## src/rtl/branch_target_predictor_pkg.sv

```systemverilog
// Shared datapath and branch-prediction types for the fetch/execute pipeline.
package BasicTypes;
  typedef logic [31:0] BasicData;
endpackage

package PipelineTypes;
  import BasicTypes::*;

  localparam int BTB_ENTRY_NUM           = 16;
  localparam int BTB_ENTRY_NUM_BIT_WIDTH = $clog2(BTB_ENTRY_NUM);
  localparam int BTB_TAG_WIDTH           = 32 - BTB_ENTRY_NUM_BIT_WIDTH - 2;

  typedef enum logic [1:0] {
    STRONG_NT = 2'd0,
    WEAK_NT   = 2'd1,
    WEAK_T    = 2'd2,
    STRONG_T  = 2'd3
  } BranchCounter;

  function automatic BranchCounter counter_update(input BranchCounter c, input logic taken);
    if (taken) return (c == STRONG_T) ? STRONG_T : BranchCounter'(c + 2'd1);
    else       return (c == STRONG_NT) ? STRONG_NT : BranchCounter'(c - 2'd1);
  endfunction
endpackage

```

## src/rtl/branch_target_predictor_bht.sv

```systemverilog
// Tagged target/counter table: combinational lookup, falling-edge update.
// Writes land at the edge, so a same-cycle lookup of the written index sees old contents.
module branch_history_table
  import BasicTypes::*;
  import PipelineTypes::*;
#(
  parameter int ENTRIES = BTB_ENTRY_NUM
) (
  input  logic         clk,
  input  logic         rst,
  input  BasicData     rd_pc,
  output logic         rd_hit,
  output BranchCounter rd_ctr,
  output BasicData     rd_target,
  input  logic         upd_vld,
  input  BasicData     upd_pc,
  input  logic         upd_taken,
  input  BasicData     upd_target
);
  localparam int IDX_W = (ENTRIES == BTB_ENTRY_NUM) ? BTB_ENTRY_NUM_BIT_WIDTH : $clog2(ENTRIES);
  localparam int TAG_W = (ENTRIES == BTB_ENTRY_NUM) ? BTB_TAG_WIDTH : 32 - IDX_W - 2;

  logic             valid_q  [ENTRIES];
  logic             valid_d  [ENTRIES];
  logic [TAG_W-1:0] tag_q    [ENTRIES];
  logic [TAG_W-1:0] tag_d    [ENTRIES];
  BasicData         target_q [ENTRIES];
  BasicData         target_d [ENTRIES];
  BranchCounter     ctr_q    [ENTRIES];
  BranchCounter     ctr_d    [ENTRIES];

  logic [IDX_W-1:0] rd_idx, upd_idx;
  logic [TAG_W-1:0] rd_tag, upd_tag;
  logic             upd_hit;
  logic             unused_pc_lsbs;

  assign rd_idx         = rd_pc[IDX_W+1:2];
  assign rd_tag         = rd_pc[31:IDX_W+2];
  assign upd_idx        = upd_pc[IDX_W+1:2];
  assign upd_tag        = upd_pc[31:IDX_W+2];
  assign unused_pc_lsbs = ^{rd_pc[1:0], upd_pc[1:0]};

  assign rd_hit    = valid_q[rd_idx] && (tag_q[rd_idx] == rd_tag);
  assign rd_ctr    = ctr_q[rd_idx];
  assign rd_target = target_q[rd_idx];
  assign upd_hit   = valid_q[upd_idx] && (tag_q[upd_idx] == upd_tag);

  always_comb begin
    valid_d  = valid_q;
    tag_d    = tag_q;
    target_d = target_q;
    ctr_d    = ctr_q;
    if (upd_vld) begin
      if (upd_hit) begin
        ctr_d[upd_idx] = counter_update(ctr_q[upd_idx], upd_taken);
        if (upd_taken) target_d[upd_idx] = upd_target;
      end else if (upd_taken) begin
        // Miss on a taken branch evicts whatever aliased into this slot.
        valid_d[upd_idx]  = 1'b1;
        tag_d[upd_idx]    = upd_tag;
        target_d[upd_idx] = upd_target;
        ctr_d[upd_idx]    = WEAK_T;
      end
    end
  end

  always_ff @(negedge clk) begin
    if (!rst) begin
      for (int i = 0; i < ENTRIES; i++) begin
        valid_q[i]  <= 1'b0;
        tag_q[i]    <= '0;
        target_q[i] <= '0;
        ctr_q[i]    <= WEAK_NT;
      end
    end else begin
      valid_q  <= valid_d;
      tag_q    <= tag_d;
      target_q <= target_d;
      ctr_q    <= ctr_d;
    end
  end
endmodule

```

## src/rtl/branch_target_predictor.sv

```systemverilog
// Branch target predictor: 0-cycle next-PC prediction, resolve compare/redirect, statistics.
// State updates on the falling clock edge; a stalled execute stage leaves everything untouched.
module branch_target_predictor
  import BasicTypes::*;
  import PipelineTypes::*;
#(
  parameter int ENTRIES = BTB_ENTRY_NUM
) (
  input  logic     clk,
  input  logic     rst,
  input  BasicData fetchPc,
  output BasicData predNextPc,
  output logic     predTaken,
  output logic     predHit,
  input  logic     exIsBranch,
  input  logic     exBranchTaken,
  input  BasicData exPc,
  input  BasicData exIrregPc,
  input  BasicData exPredNextPc,
  input  logic     exStall,
  output logic     mispredict,
  output BasicData redirectPc,
  output BasicData branchCount,
  output BasicData mispredCount
);
  BranchCounter rd_ctr;
  BasicData     rd_target, correct_next;
  logic         resolve_vld;
  BasicData     branch_cnt_q, branch_cnt_d, mispred_cnt_q, mispred_cnt_d;

  branch_history_table #(.ENTRIES(ENTRIES)) u_bht (
    .clk        (clk),
    .rst        (rst),
    .rd_pc      (fetchPc),
    .rd_hit     (predHit),
    .rd_ctr     (rd_ctr),
    .rd_target  (rd_target),
    .upd_vld    (resolve_vld),
    .upd_pc     (exPc),
    .upd_taken  (exBranchTaken),
    .upd_target (exIrregPc)
  );

  assign predTaken  = predHit && rd_ctr[1];
  assign predNextPc = predTaken ? rd_target : fetchPc + 32'd4;

  assign correct_next = exBranchTaken ? exIrregPc : exPc + 32'd4;
  assign redirectPc   = correct_next;
  assign resolve_vld  = rst && exIsBranch && !exStall;
  assign mispredict   = resolve_vld && (exPredNextPc != correct_next);

  always_comb begin
    branch_cnt_d  = branch_cnt_q;
    mispred_cnt_d = mispred_cnt_q;
    if (resolve_vld && (branch_cnt_q != '1)) branch_cnt_d = branch_cnt_q + 32'd1;
    if (mispredict && (mispred_cnt_q != '1)) mispred_cnt_d = mispred_cnt_q + 32'd1;
  end

  always_ff @(negedge clk) begin
    if (!rst) begin
      branch_cnt_q  <= '0;
      mispred_cnt_q <= '0;
    end else begin
      branch_cnt_q  <= branch_cnt_d;
      mispred_cnt_q <= mispred_cnt_d;
    end
  end

  assign branchCount  = branch_cnt_q;
  assign mispredCount = mispred_cnt_q;
endmodule

```

## config.mk

```make
export PLATFORM = sky130hd
export DESIGN_NAME = branch_target_predictor
export DESIGN_NICKNAME = d
export VERILOG_FILES = /design/src/rtl/branch_target_predictor_pkg.sv /design/src/rtl/branch_target_predictor_bht.sv /design/src/rtl/branch_target_predictor.sv
export SDC_FILE = /design/constraint.sdc
export NUM_CORES = 2
export LEC_CHECK = 0
export CELL_PAD_IN_SITES_DETAIL_PLACEMENT = 0
export CELL_PAD_IN_SITES_GLOBAL_PLACEMENT = 1
export CORE_ASPECT_RATIO = 2
export CORE_UTILIZATION = 48
export DETAILED_ROUTE_END_ITERATION = 12
export PLACE_DENSITY_LB_ADDON = 0.25
export SYNTH_ARGS = -nofsm -noshare
export SYNTH_HDL_FRONTEND = slang
export SYNTH_HIERARCHICAL = 1
export SYNTH_SLANG_ARGS = --single-unit
```

## constraint.sdc

```tcl
create_clock -name clk -period 9.2 [get_ports clk]
set_clock_uncertainty 0.05 [all_clocks]
set_input_delay 2.3 -clock clk [delete_from_list [all_inputs] [get_ports clk]]
set_output_delay 2.3 -clock clk [all_outputs]
set_load 0.005 [all_outputs]
```

==> impl_results.md <==
* Sw Share at 0.3240
* Worst-skew pair later-pin latency at approximately 0.77 ns
* CP max stage cell: mux4_2
* Htree depth at 3
* Initial Utilization at 0.4846
* Post-placement cell count at 7,990
* Top Ports at 264
* Rows at roughly 170
* Setup TNS at -334.85 ns
* GRT Util Overall at 0.4588
* Clock sinks at roughly 1,000
* WL/cell at just under 30 µm
* Worst-case clock buffer depth at 3
* Routed Antenna Nets at 0
* Drt first pass iters at 8
* Comb power frac at 0.095
* Slew margin rel. at 0.1443
* CTS Buf Count at 100
* Commonest non-fill, non-tap cell in the layout: nand2_1
* Largest net degree at the start of global routing at about 250
* Mapped Avg Cell Area at ~9.4 µm²
* Post-DR vias/cell at roughly 6.4
* Gate Count Post-Synth at roughly 5,700
* Ys Warns at 6
* Multi-input gate area at about 32,000 µm²
* Final Total Pwr at 12,090 µW
* Failing checks: negative setup slack
* Initial DRC count at 7,906
* Syn_nets at 5,880
* Worst EP arrival at 8.84 ns
* Worst EP required at about 6.9 ns
* First-pass GRT wire length at 378.6 mm
* Slew @ Worst Pin at around 1.3 ns
* Initial antenna violation count at 10
* CTS clk-pin slew, worst paths at 0.06 ns
* Flop pwr share at 0.377
* Crit-path cells: mux4_2 > mux4_2 > xnor2_2 > nand4_1 > or4_4 > nor4_4 > and2_4 > buf_12 > buf_6 > mux2_4 > buf_6
* Clock Tree Root: clkbuf_16
* Critical path type: reg -> out
* Vias at 60,196
* Non-filler instance count after layout at 9,416
* Die area at about 110,000 µm²
* Clock Power Share at 0.528
* Final setup violating endpoints at 530
* Outcome: finished, violations left
* TritonCTS clock tree: done
* DRC viols at 0
* Max VDD drop at around 0.19 mV
* Vias in the first global route at approximately 61,000
* Static Leak at around 0.033 µW
* Layout area overhead at 47.04%
* Layout net count at 7,978
* Hold WS at ~0.41 ns
* GP Congestion at between 1 and 1.5
* Register cell area after layout at approximately 21,000 µm²
* Total core area at 111,300 µm²
* Dpl hpwl at approximately 170 mm
* Share of cells above drive strength 1 at 0.2990
* Max cap viols at 0
* Hold Fails Final Rpt at 0
* Final wirelength at 272.1 mm
* Hold crit path type: reg -> reg
* Leading cell types in the layout, fill and taps excluded: nand2_1 (1,191), inv_1 (1,101), dfxtp_1 (1,039), buf_4 (932), a21boi_0 (521)
* Port bufs at ~260
* Die extent in y at between 400 and 500 µm
* Fillcell total at roughly 8,400
* Die Span X at 239.0 µm
* Worst Setup End Kind: primary output
* Core Util, Final at 0.7125
* Final Max Slew Viols at 0
* Final WS setup at -1.990 ns
* Power Dens Cells at roughly 150 nW/µm²
* Critical Path Max Stage Delay at 0.65 ns
* NetSw at 3918 µW
* Post-synthesis cell area at around 54,000 µm²
* GR Overflow Total at 0
* P_int at between 8000 and 9000 µW
* RSZ-0062 raised after global routing: true
* Worst Setup Start Kind: flip-flop
* Crit-path max FO at 4
-- sequential cells by signal (all words and copies together) (netlist names) --
register and count:
u_bht/target_q 512, u_bht/tag_q 416, branchCount 32, mispredCount 32, u_bht/ctr_q 32, u_bht/valid_q 16
-- worst max-delay path, delay by kind of cell (launching register included) --
| family | cells | cell delay [ns] |
|---|---|---|
| muxes | 3 | 1.39 |
| DFF | 1 | 0.33 |
| buffers and inverters | 3 | 0.37 |
| and+or+nand+nor | 4 | 1.15 |
| xor gates and xnor gates | 1 | 0.24 |
-- layer usage --
metal  up-vias  track usage  share of wire
met4         4       0.4594           0.11
met2      4518       0.7208           0.46
li1      25110            -              -
met1     28888       0.4584           0.31
met5         -            0        0.00011
met3      1676       0.1712           0.12
-- layout make-up --
cell class / instances / area share
antenna: 10 / 0.0003157
clock buffer: 102 / 0.03220
sequential: 1040 / 0.2627
clock inverter: 1118 / 0.06124
inverter: 50 / 0.002415
timing repair buffer: 1559 / 0.2082
tap: 1487 / 0.02347
multi-input combinational: 4050 / 0.4096
-- per-stage QoR --
step | setup WS, ns | cell area (µm²)
global route | -2.025 | 79250
floorplan | -0.7448 | 54820
CTS | -1.894 | 77490
global placement | -1.738 | 66580
detailed placement | -1.741 | 66580
finish | -1.990 | 79270
-- path summary, 6_finish.rpt --
| kind | from | end | slack [ns] | cells past startpoint |
|---|---|---|---|---|
| worst max-delay path | u_bht/tag_q[124] | predNextPc[1] | -1.99 | 11 |
| worst max register to register | u_bht/tag_q[60] | u_bht/tag_q[22] | 5.44 | 14 |
| worst min-delay path | u_bht/target_q[415] | u_bht/target_q[415] | 0.41 | 2 |
| worst min register to register | u_bht/target_q[415] | u_bht/target_q[415] | 0.41 | 2 |
-- power groups by stage --
stage	logic, µW	clock network, µW	registers (µW)
after floorplan	487	683	4620
after global placement	1010	683	4620
after detailed placement	1020	683	4620
after CTS	1080	6460	4560
after global routing	1160	7030	4550
final	1150	6390	4560
-- timing repair --
action / 4_1_cts / 5_1_grt
resized for setup: 620 / 289
buffers inserted: 116 / 40
hold buffers: 0 / 0
endpoints found under the setup margin: 530 / 530
cloned: 44 / 39
pin swaps: 96 / 83
Note: power is estimated with default switching activity, not from simulation.
